--- src/rtl/fetch_top.sv ---
// Instruction-fetch stage: PC sequencing, single-outstanding icache requests,
// decode-side instruction FIFO and redirect flushing. Optional macro: FETCH_BYPASS_EN.
module fetch_top #(
  parameter int unsigned PC_WIDTH    = 32,
  parameter int unsigned INSTR_WIDTH = 32,
  parameter logic [PC_WIDTH-1:0] BOOT_PC = 32'h0000_1000,
  parameter logic [PC_WIDTH-1:0] EXC_PC  = 32'h0000_2000,
  parameter int unsigned FIFO_DEPTH  = 2
) (
  input  logic                   clock,
  input  logic                   reset_c,
  output logic                   fetch_req_valid,
  output logic [PC_WIDTH-1:0]    fetch_req_pc,
  input  logic                   icache_req_ready,
  input  logic                   icache_rsp_valid,
  input  logic [INSTR_WIDTH-1:0] icache_rsp_data,
  input  logic                   branch_taken,
  input  logic [PC_WIDTH-1:0]    branch_target,
  input  logic                   excV,
  input  logic                   stall_decode,
  output logic                   fetch_instr_valid,
  output logic [INSTR_WIDTH-1:0] fetch_instr_data,
  output logic [PC_WIDTH-1:0]    fetch_instr_pc
);

  localparam int unsigned PTR_W = (FIFO_DEPTH > 1) ? $clog2(FIFO_DEPTH) : 1;
  localparam int unsigned CNT_W = PTR_W + 1;

  typedef enum logic [1:0] {IDLE, REQ, WAIT_RSP, DRAIN} state_e;

  state_e                 state_q, state_d;
  logic [PC_WIDTH-1:0]    pc_q, pc_d;
  logic [PC_WIDTH-1:0]    req_pc_q, req_pc_d;
  logic                   outstanding_q, outstanding_d;
  logic [PTR_W-1:0]       wr_ptr_q, rd_ptr_q;
  logic [CNT_W-1:0]       count_q;
  logic [INSTR_WIDTH-1:0] fifo_data_q [FIFO_DEPTH];
  logic [PC_WIDTH-1:0]    fifo_pc_q   [FIFO_DEPTH];

  logic                redirect;
  logic [PC_WIDTH-1:0] redirect_pc;
  logic                credit;
  logic                req_accept;
  logic                rsp_take;
  logic                push;
  logic                pop;
  logic                fifo_empty;
  logic                fifo_full;

  assign redirect    = excV | branch_taken;
  assign redirect_pc = excV ? EXC_PC : branch_target;
  assign fifo_empty  = (count_q == '0);
  assign fifo_full   = (count_q == CNT_W'(FIFO_DEPTH));
  assign credit      = ({1'b0, count_q} + {{CNT_W{1'b0}}, outstanding_q}) < (CNT_W+1)'(FIFO_DEPTH);

  assign fetch_req_valid = (state_q == REQ) & credit;
  assign fetch_req_pc    = (state_q == REQ) ? pc_q : '0;
  assign req_accept      = fetch_req_valid & icache_req_ready;
  assign rsp_take        = (state_q == WAIT_RSP) & icache_rsp_valid;
  assign pop             = ~fifo_empty & ~stall_decode;

`ifdef FETCH_BYPASS_EN
  logic bypass;
  // A response reaching an empty FIFO is shown to decode immediately; it is
  // only stored when decode stalls.
  assign bypass = fifo_empty & rsp_take & ~redirect;
  assign push   = rsp_take & ~redirect & ~(bypass & ~stall_decode);

  always_comb begin
    fetch_instr_valid = 1'b0;
    fetch_instr_data  = '0;
    fetch_instr_pc    = '0;
    if (!fifo_empty) begin
      fetch_instr_valid = 1'b1;
      fetch_instr_data  = fifo_data_q[rd_ptr_q];
      fetch_instr_pc    = fifo_pc_q[rd_ptr_q];
    end else if (bypass) begin
      fetch_instr_valid = 1'b1;
      fetch_instr_data  = icache_rsp_data;
      fetch_instr_pc    = req_pc_q;
    end
  end
`else
  assign push = rsp_take & ~redirect;

  always_comb begin
    fetch_instr_valid = 1'b0;
    fetch_instr_data  = '0;
    fetch_instr_pc    = '0;
    if (!fifo_empty) begin
      fetch_instr_valid = 1'b1;
      fetch_instr_data  = fifo_data_q[rd_ptr_q];
      fetch_instr_pc    = fifo_pc_q[rd_ptr_q];
    end
  end
`endif

  always_comb begin
    state_d       = state_q;
    pc_d          = pc_q;
    req_pc_d      = req_pc_q;
    outstanding_d = outstanding_q;
    case (state_q)
      IDLE: begin
        state_d = REQ;
        if (redirect) pc_d = redirect_pc;
      end
      REQ: begin
        if (req_accept) begin
          pc_d          = pc_q + PC_WIDTH'(4);
          req_pc_d      = pc_q;
          outstanding_d = 1'b1;
          state_d       = WAIT_RSP;
        end
        // An accepted request that is redirected must still have its response drained.
        if (redirect) begin
          pc_d = redirect_pc;
          if (req_accept) state_d = DRAIN;
        end
      end
      WAIT_RSP: begin
        if (icache_rsp_valid) begin
          outstanding_d = 1'b0;
          state_d       = REQ;
        end
        if (redirect) begin
          pc_d = redirect_pc;
          if (!icache_rsp_valid) state_d = DRAIN;
        end
      end
      DRAIN: begin
        if (icache_rsp_valid) begin
          outstanding_d = 1'b0;
          state_d       = REQ;
        end
        if (redirect) pc_d = redirect_pc;
      end
      default: state_d = IDLE;
    endcase
  end

  always_ff @(posedge clock or posedge reset_c) begin
    if (reset_c) begin
      state_q       <= IDLE;
      pc_q          <= BOOT_PC;
      req_pc_q      <= '0;
      outstanding_q <= 1'b0;
      wr_ptr_q      <= '0;
      rd_ptr_q      <= '0;
      count_q       <= '0;
    end else begin
      state_q       <= state_d;
      pc_q          <= pc_d;
      req_pc_q      <= req_pc_d;
      outstanding_q <= outstanding_d;
      if (redirect) begin
        wr_ptr_q <= '0;
        rd_ptr_q <= '0;
        count_q  <= '0;
      end else begin
        if (push) wr_ptr_q <= wr_ptr_q + PTR_W'(1);
        if (pop)  rd_ptr_q <= rd_ptr_q + PTR_W'(1);
        if (push && !pop)      count_q <= count_q + CNT_W'(1);
        else if (!push && pop) count_q <= count_q - CNT_W'(1);
      end
    end
  end

  always_ff @(posedge clock) begin
    if (push) begin
      fifo_data_q[wr_ptr_q] <= icache_rsp_data;
      fifo_pc_q[wr_ptr_q]   <= req_pc_q;
    end
  end

  a_no_overflow: assert property (@(posedge clock) disable iff (reset_c) !(push && fifo_full));

endmodule

--- config.mk ---
export PLATFORM = sky130hd
export DESIGN_NAME = fetch_top
export DESIGN_NICKNAME = d
export VERILOG_FILES = /design/src/rtl/fetch_top.sv
export SDC_FILE = /design/constraint.sdc
export NUM_CORES = 1
export LEC_CHECK = 0
export CORE_MARGIN = 5
export CORE_UTILIZATION = 56
export CTS_BUF_LIST = sky130_fd_sc_hd__clkbuf_4 sky130_fd_sc_hd__clkbuf_8 sky130_fd_sc_hd__clkbuf_16
export CTS_CLUSTER_DIAMETER = 80
export DETAILED_ROUTE_END_ITERATION = 12
export GPL_TIMING_DRIVEN = 0
export MAX_ROUTING_LAYER = met4
export PLACE_DENSITY_LB_ADDON = 0.25
export SLEW_MARGIN = 20
export SYNTH_ARGS = -nofsm -noshare
export SYNTH_HDL_FRONTEND = slang
export SYNTH_SLANG_ARGS = --single-unit
--- constraint.sdc ---
create_clock -name clock -period 18.4 [get_ports clock]
set_input_delay 3.68 -clock clock [delete_from_list [all_inputs] [get_ports clock]]
set_output_delay 3.68 -clock clock [all_outputs]
set_load 0.005 [all_outputs]
==> impl_metrics.yaml, run 1 <==
clock_tree:
  numCtsBuffers: 17
  cts.reportedPaths.clkPinSlew_ns: 0.07
  post_cts_buffers: 0
  ctsHoldBuffers: 0
  clk_path_buf_depth: 2
  htreeDepth: 4
  cts_tree: "yes"
  cts_sinks: 199
  clkLatencyLatePin_ns: 0.44
  cts_resized: 0
  root_buffer: "clkbuf_16"
cells_and_area:
  final_nets: 1013
  syn2layout_area_growth_pct: 30.79
  postLayoutCoreUtil_pct: 74.49
  layout.cells.non_filler: 1142
  antennaDiodeCount: 0
  drive_above_1_share_pct: 6.709
synth:
  yosysSeqAreaShare_pct: 64.93
  synthCells: 740
  synth_top_cell_by_area: "edfxtp_1"
  synth_fa_ha_area_share_pct: 0.1445
  async_flop_share_pct: 35.68
  synth_edf_count: 128
  yosys_warnings: 0
  synth.area.top_cells: "edfxtp_1 44%, dfrtp_1 20%, mux2i_1 7.9%"
  synth_top_family_by_area: "simple AND/OR/NAND/NOR gates"
  synth_top_area_share_pct: 44.39
  yosys_register_bits: 199
  muxShareOfSynthArea_pct: 7.861
  synth.avg_cell_area_um2: 11.70
  yosysUniqueCellTypes: 57
  synth_flop_cell: "edfxtp_1"
  synth_xor_area_share_pct: 0.2023
  synth_fp_nets: 812
  synth_compound_area_share_pct: 8.006
  synthesis.area_um2: 8658
  synthSimpleGateAreaFrac_pct: 16.45
timing:
  worst_slew_pin_slew_ns: 0.7908
  clock.fmax_mhz: 151.5
  setup_tns_ns: 0
  fin_skew_ns: 0.01593
  finalCriticalPeriod_ns: 6.602
  slew_headroom_pct: 47.28
  finalMaxSlewViolations: 0
  setup_violations: 0
  timing.final.ws_setup_ns: 11.80
  rsz0062_at_grt: "false"
  hold_viol_final: 0
  timing.final.crit_share_pct: 35.88
setup_path:
  path_max_fanout: 10
  start_kind: "flip-flop"
  setup.worst_path.end_class: "output pin"
  path_class: "flip-flop to output pin"
  timing.reg2reg.setup_slack_ns: 15.99
  required_ns: 14.72
  cp.arrival_ns: 2.92
  r2r-start: "count_q[0]"
  reg2reg_depth: 6
  r2r-end: "req_pc_q[29]"
routing:
  vias: 6665
  dr.pass1.iters: 5
  drc_errors: 0
  wire_per_inst_um: 19.96
  routed_via_density: 5.836
  antenna_left: 0
  wl_um: 22790
  drtIter0Drc: 601
status:
  status: "complete, no violations"
floorplanning:
  die_h_um: 134.3
  die-width_um: 134.3
  rows: 45
  io-pin-count: 169
  die_area_um2: 18050
  start_util_pct: 56.95
  coreArea_um2: 15200
run:
  cap_violations: 0
worst_hold_path:
  hold_depth: 0
  min_from: "req_pc_q[16]"
  whs_endpoint: "fifo_pc_q[1][16]"
  hp-class: "flip-flop to flip-flop"
global_route:
  grt-ovfl-total: 0
  grt_pass1_wl_um: 35240
  antenna_found_initial: 0
  grt_max_degree: 42
  grt_pass1_vias: 6563
  grt_usage_pct: 26.03
place:
  dp.cells: 1110
  place_ws_ns: 11.69
  globalplace.congestion: 0.9478
  hpwlAfterDp_um: 15880
  io_buffers: 168
power:
  powerDensity_nw_per_um2: 92.68
  leakage_nw: 4.124
  ir_worst_vdd_uv: 69.99
## logic make-up after synthesis
kind of cell | count (synthesis)
XOR/XNOR | 2
flip-flops | 199
buffers and inverters | 54
adder cells (fa/ha/maj) | 1
AND/OR/NAND/NOR | 311
AO/OA/AOI/OAI | 105
multiplexers | 68
## report_power, final
group	switching [mW]	total [mW]	internal (mW)
Clock	0.161	0.392	0.230
Combinational	0.0636	0.119	0.0551
Sequential	0.0278	0.539	0.511
## metrics by stage
step / total power, mW / hold WS [ns] / area, um2
after global routing: 1.085 / 0.4862 / 11320
after global placement: 0.6578 / 0.4491 / 10580
after detailed placement: 0.6629 / 0.4544 / 10700
after floorplan: 0.5973 / 0.4419 / 8658
after CTS: 1.050 / 0.4702 / 11320
final: 1.050 / 0.4726 / 11320
## layout by cell type (no fill, tap or decap), types with 6 or more instances in the layout
master	count
nor2_1	99
nand4_1	6
and2_1	32
clkbuf_16	17
mux2i_1	68
and4_1	6
nor3_1	6
nand2_1	118
edfxtp_1	128
a21oi_1	24
o21ai_0	28
dfrtp_1	70
buf_2	14
a31oi_1	7
nand3_1	18
inv_1	7
clkdlybuf4s50_1	168
clkbuf_1	34
buf_1	7
o22a_1	8
## layer usage
| metal | global-route usage, % | vias to the layer above | wire length (um) |
|---|---|---|---|
| met3 | 4.801 | 45 | 1604 |
| met2 | 41.73 | 320 | 11310 |
| met4 | 9.446 | 0 | 595 |
| met5 | - | - | 0 |
| li1 | - | 3057 | - |
| met1 | 33.56 | 3243 | 9283 |
## registers in the layout (all words and copies together) (netlist names)
signal	flops
outstanding_q	1
count_q	2
fifo_data_q	64
state_q	2
rd_ptr_q	1
wr_ptr_q	1
req_pc_q	32
fifo_pc_q	64
pc_q	32
## final cells by class
class / instances / area, um2
tap: 188 / 235.2
clock buffer: 22 / 488.0
sequential: 199 / 5622
timing repair buffer: 182 / 1789
buffer: 46 / 178.9
inverter: 8 / 32.53
clock inverter: 10 / 140.1
multi-input combinational: 487 / 2839
fill: 1063 / 3877
## how the worst max path moves through the flow
stage | start | end
after floorplan | excV | fifo_data_q[0][0]
after global placement | excV | fifo_pc_q[0][20]
after detailed placement | excV | fifo_pc_q[0][20]
after CTS | rd_ptr_q | fetch_instr_pc[16]
after global routing | rd_ptr_q | fetch_instr_pc[16]
final | rd_ptr_q | fetch_instr_pc[20]
## Yosys cell counts, types with 3 or more instances
| cell type | count |
|---|---|
| and4_1 | 6 |
| inv_1 | 8 |
| dfrtp_1 | 70 |
| o211ai_1 | 5 |
| clkbuf_1 | 34 |
| edfxtp_1 | 128 |
| a41oi_1 | 3 |
| o22a_1 | 8 |
| nand3_1 | 18 |
| o31ai_1 | 3 |
| and2_1 | 32 |
| nand4_1 | 6 |
| and3_1 | 6 |
| nor4_1 | 4 |
| nand2_1 | 118 |
| a21oi_1 | 24 |
| nor3_1 | 6 |
| mux2i_1 | 68 |
| buf_2 | 5 |
| buf_1 | 7 |
| a31oi_1 | 7 |
| nor2_1 | 99 |
| o21ai_0 | 28 |
## worst max-delay path, cell delays in order, from the launching register on
cell and delay [ns]:
dfrtp_1 0.38, clkbuf_1 0.60, buf_1 0.67, mux2i_1 0.16
nor2_1 0.16, clkdlybuf4s50_1 0.53
Note: power is estimated with default switching activity, not from simulation.
==> inputs of run 2 (changes only) <==
--- a/config.mk
+++ b/config.mk
@@ -6,7 +6,7 @@
 export NUM_CORES = 1
 export LEC_CHECK = 0
 export CORE_MARGIN = 5
-export CORE_UTILIZATION = 56
+export CORE_UTILIZATION = 47
 export CTS_BUF_LIST = sky130_fd_sc_hd__clkbuf_4 sky130_fd_sc_hd__clkbuf_8 sky130_fd_sc_hd__clkbuf_16
 export CTS_CLUSTER_DIAMETER = 80
 export DETAILED_ROUTE_END_ITERATION = 12
==> constraint.sdc (replaced) <==
create_clock -name clock -period 5.8 [get_ports clock]
set_input_delay 1.16 -clock clock [delete_from_list [all_inputs] [get_ports clock]]
set_output_delay 1.16 -clock clock [all_outputs]
set_load 0.005 [all_outputs]
==> run 2 against run 1 <==
Critical path depth is the same. Global-route usage shrank 4.2 points. Cell count grew 3.2%. Power grew to 3.1 times the previous value. Critical path type unchanged. Critical endpoint is now fetch_instr_pc[16]. Highest routed layer unchanged.
==> impl_metrics.yaml, run 2 (synthesized netlist as in run 1, its figures left out) <==
clock_tree:
  htreeDepth: 4
  ctsHoldBuffers: 0
  clkLatencyLatePin_ns: 0.44
  clk_path_buf_depth: 2
  post_cts_buffers: 0
  cts_tree: "yes"
  cts_sinks: 199
  cts_resized: 0
  cts.reportedPaths.clkPinSlew_ns: 0.07
  root_buffer: "clkbuf_16"
  numCtsBuffers: 17
floorplanning:
  die_h_um: 145.7
  io-pin-count: 169
  die_area_um2: 21240
  rows: 49
  die-width_um: 145.7
  coreArea_um2: 18020
  start_util_pct: 48.04
setup_path:
  reg2reg_depth: 6
  path_class: "flip-flop to output pin"
  required_ns: 4.64
  start_kind: "flip-flop"
  path_max_fanout: 10
  setup.worst_path.end_class: "output pin"
  cp.arrival_ns: 2.90
global_route:
  antenna_found_initial: 0
  grt_usage_pct: 21.88
  grt_pass1_wl_um: 35800
  grt_max_degree: 46
  grt_pass1_vias: 6567
  grt-ovfl-total: 0
timing:
  timing.final.crit_share_pct: 69.97
  setup_violations: 0
  setup_tns_ns: 0
  finalCriticalPeriod_ns: 4.058
  hold_viol_final: 0
  slew_headroom_pct: 47.00
  finalMaxSlewViolations: 0
  rsz0062_at_grt: "false"
  worst_slew_pin_slew_ns: 0.7950
  hold_slack_ns: 0.4741
  clock.fmax_mhz: 246.4
  fin_skew_ns: 0.01200
routing:
  wl_met1_um: 9635
  wl_met3_um: 1607
  drtIter0Drc: 624
  wl_met2_um: 10930
  wire_per_inst_um: 19.18
  routed_via_density: 5.535
  top_layer: "met4"
  drc_errors: 0
  wl_um: 22600
  vias: 6520
  antenna_left: 0
  dr.pass1.iters: 5
power:
  sw_frac_of_total_pct: 25.87
  combPwrFrac_pct: 11.5
  ir_worst_vdd_uv: 227.0
  p_seq_share_pct: 52.6
  power.share.clock_pct: 35.9
  leakage_nw: 4.094
  powerDensity_nw_per_um2: 285.8
  switching_power_mw: 0.8405
  p_int_mw: 2.409
  total_power_mw: 3.250
worst_hold_path:
  hold_depth: 0
  hp-class: "flip-flop to flip-flop"
cells_and_area:
  fillers: 1475
  seqCellArea_um2: 5622
  final_cell_area_um2: 11370
  syn2layout_area_growth_pct: 31.30
  reg_top3: "fifo_data_q: 64 flops, fifo_pc_q: 64 flops"
  final_nets: 1008
  multi_input_area_um2: 2848
  antennaDiodeCount: 0
  layout_common_cells: "168 x clkdlybuf4s50_1, 128 x edfxtp_1, 118 x nand2_1, 99 x nor2_1, 70 x dfrtp_1"
  layout.cells.non_filler: 1178
  final_common_cell: "clkdlybuf4s50_1"
  drive_above_1_share_pct: 6.217
place:
  globalplace.congestion: 0.9142
  io_buffers: 168
  hpwlAfterDp_um: 16080
  place_area_um2: 10790
  dp.cells: 1146
status:
  status: "complete, no violations"
run:
  cap_violations: 0
-- run 2: cell count changes in the layout (fill, tap and decap cells not counted), sizes merged --
cell	change
clkinvlp	-2
buf	-5
clkinv	+2
clkbuf	-5
bufinv	-2
inv	+7
-- run 2: layout make-up --
| cell class | count | area share (%) |
|---|---|---|
| plain buffers | 46 | 1.574 |
| clock buffers | 17 | 3.742 |
| clock inverters | 15 | 1.376 |
| inverters | 8 | 0.2862 |
| multi-input cells | 487 | 25.05 |
| flip-flops and latches | 199 | 49.45 |
| well taps | 229 | 2.520 |
| repair buffers | 177 | 16.00 |
-- run 2: worst max-delay path, stage by stage (launching register included) --
cell and delay (ns):
dfrtp_1 0.36, clkbuf_1 0.61, buf_1 0.65, mux2i_1 0.21, nor2_1 0.12, clkdlybuf4s50_1 0.51
-- run 2: power by group through the flow --
| stage | Sequential [mW] | Clock, mW | Combinational, mW |
|---|---|---|---|
| 6_report | 1.71 | 1.17 | 0.374 |
| 4_1_cts | 1.71 | 1.18 | 0.373 |
| 2_1_floorplan | 1.71 | 0 | 0.189 |
| 5_1_grt | 1.72 | 1.25 | 0.411 |
| 3_5_place_dp | 1.74 | 0 | 0.370 |
| 3_3_place_gp | 1.73 | 0 | 0.359 |
-- run 2: worst paths after layout --
| check | endpoint | slack [ns] | startpoint |
|---|---|---|---|
| min reg2reg | fifo_pc_q[0][23] | 0.47 | req_pc_q[23] |
| min | fifo_pc_q[0][23] | 0.47 | req_pc_q[23] |
| min in group asynchronous | outstanding_q | 1.07 | reset_c |
| max in group asynchronous | pc_q[12] | 4.11 | reset_c |
| max | fetch_instr_pc[16] | 1.74 | rd_ptr_q |
| max reg2reg | req_pc_q[30] | 3.45 | count_q[0] |
-- run 2: through the flow --
step / setup slack, ns / utilization (%)
3_3_place_gp: -2.652 / 58.99
5_1_grt: 1.551 / 63.07
3_5_place_dp: 1.958 / 59.84
6_report: 1.742 / 63.07
2_1_floorplan: 0.09967 / -
4_1_cts: 1.658 / 63.07
-- run 2: metal layers --
metal / vias up / track usage, %
met5: - / -
met4: 0 / 6.343
met3: 26 / 4.142
met2: 294 / 34.78
met1: 3153 / 28.90
li1: 3047 / -
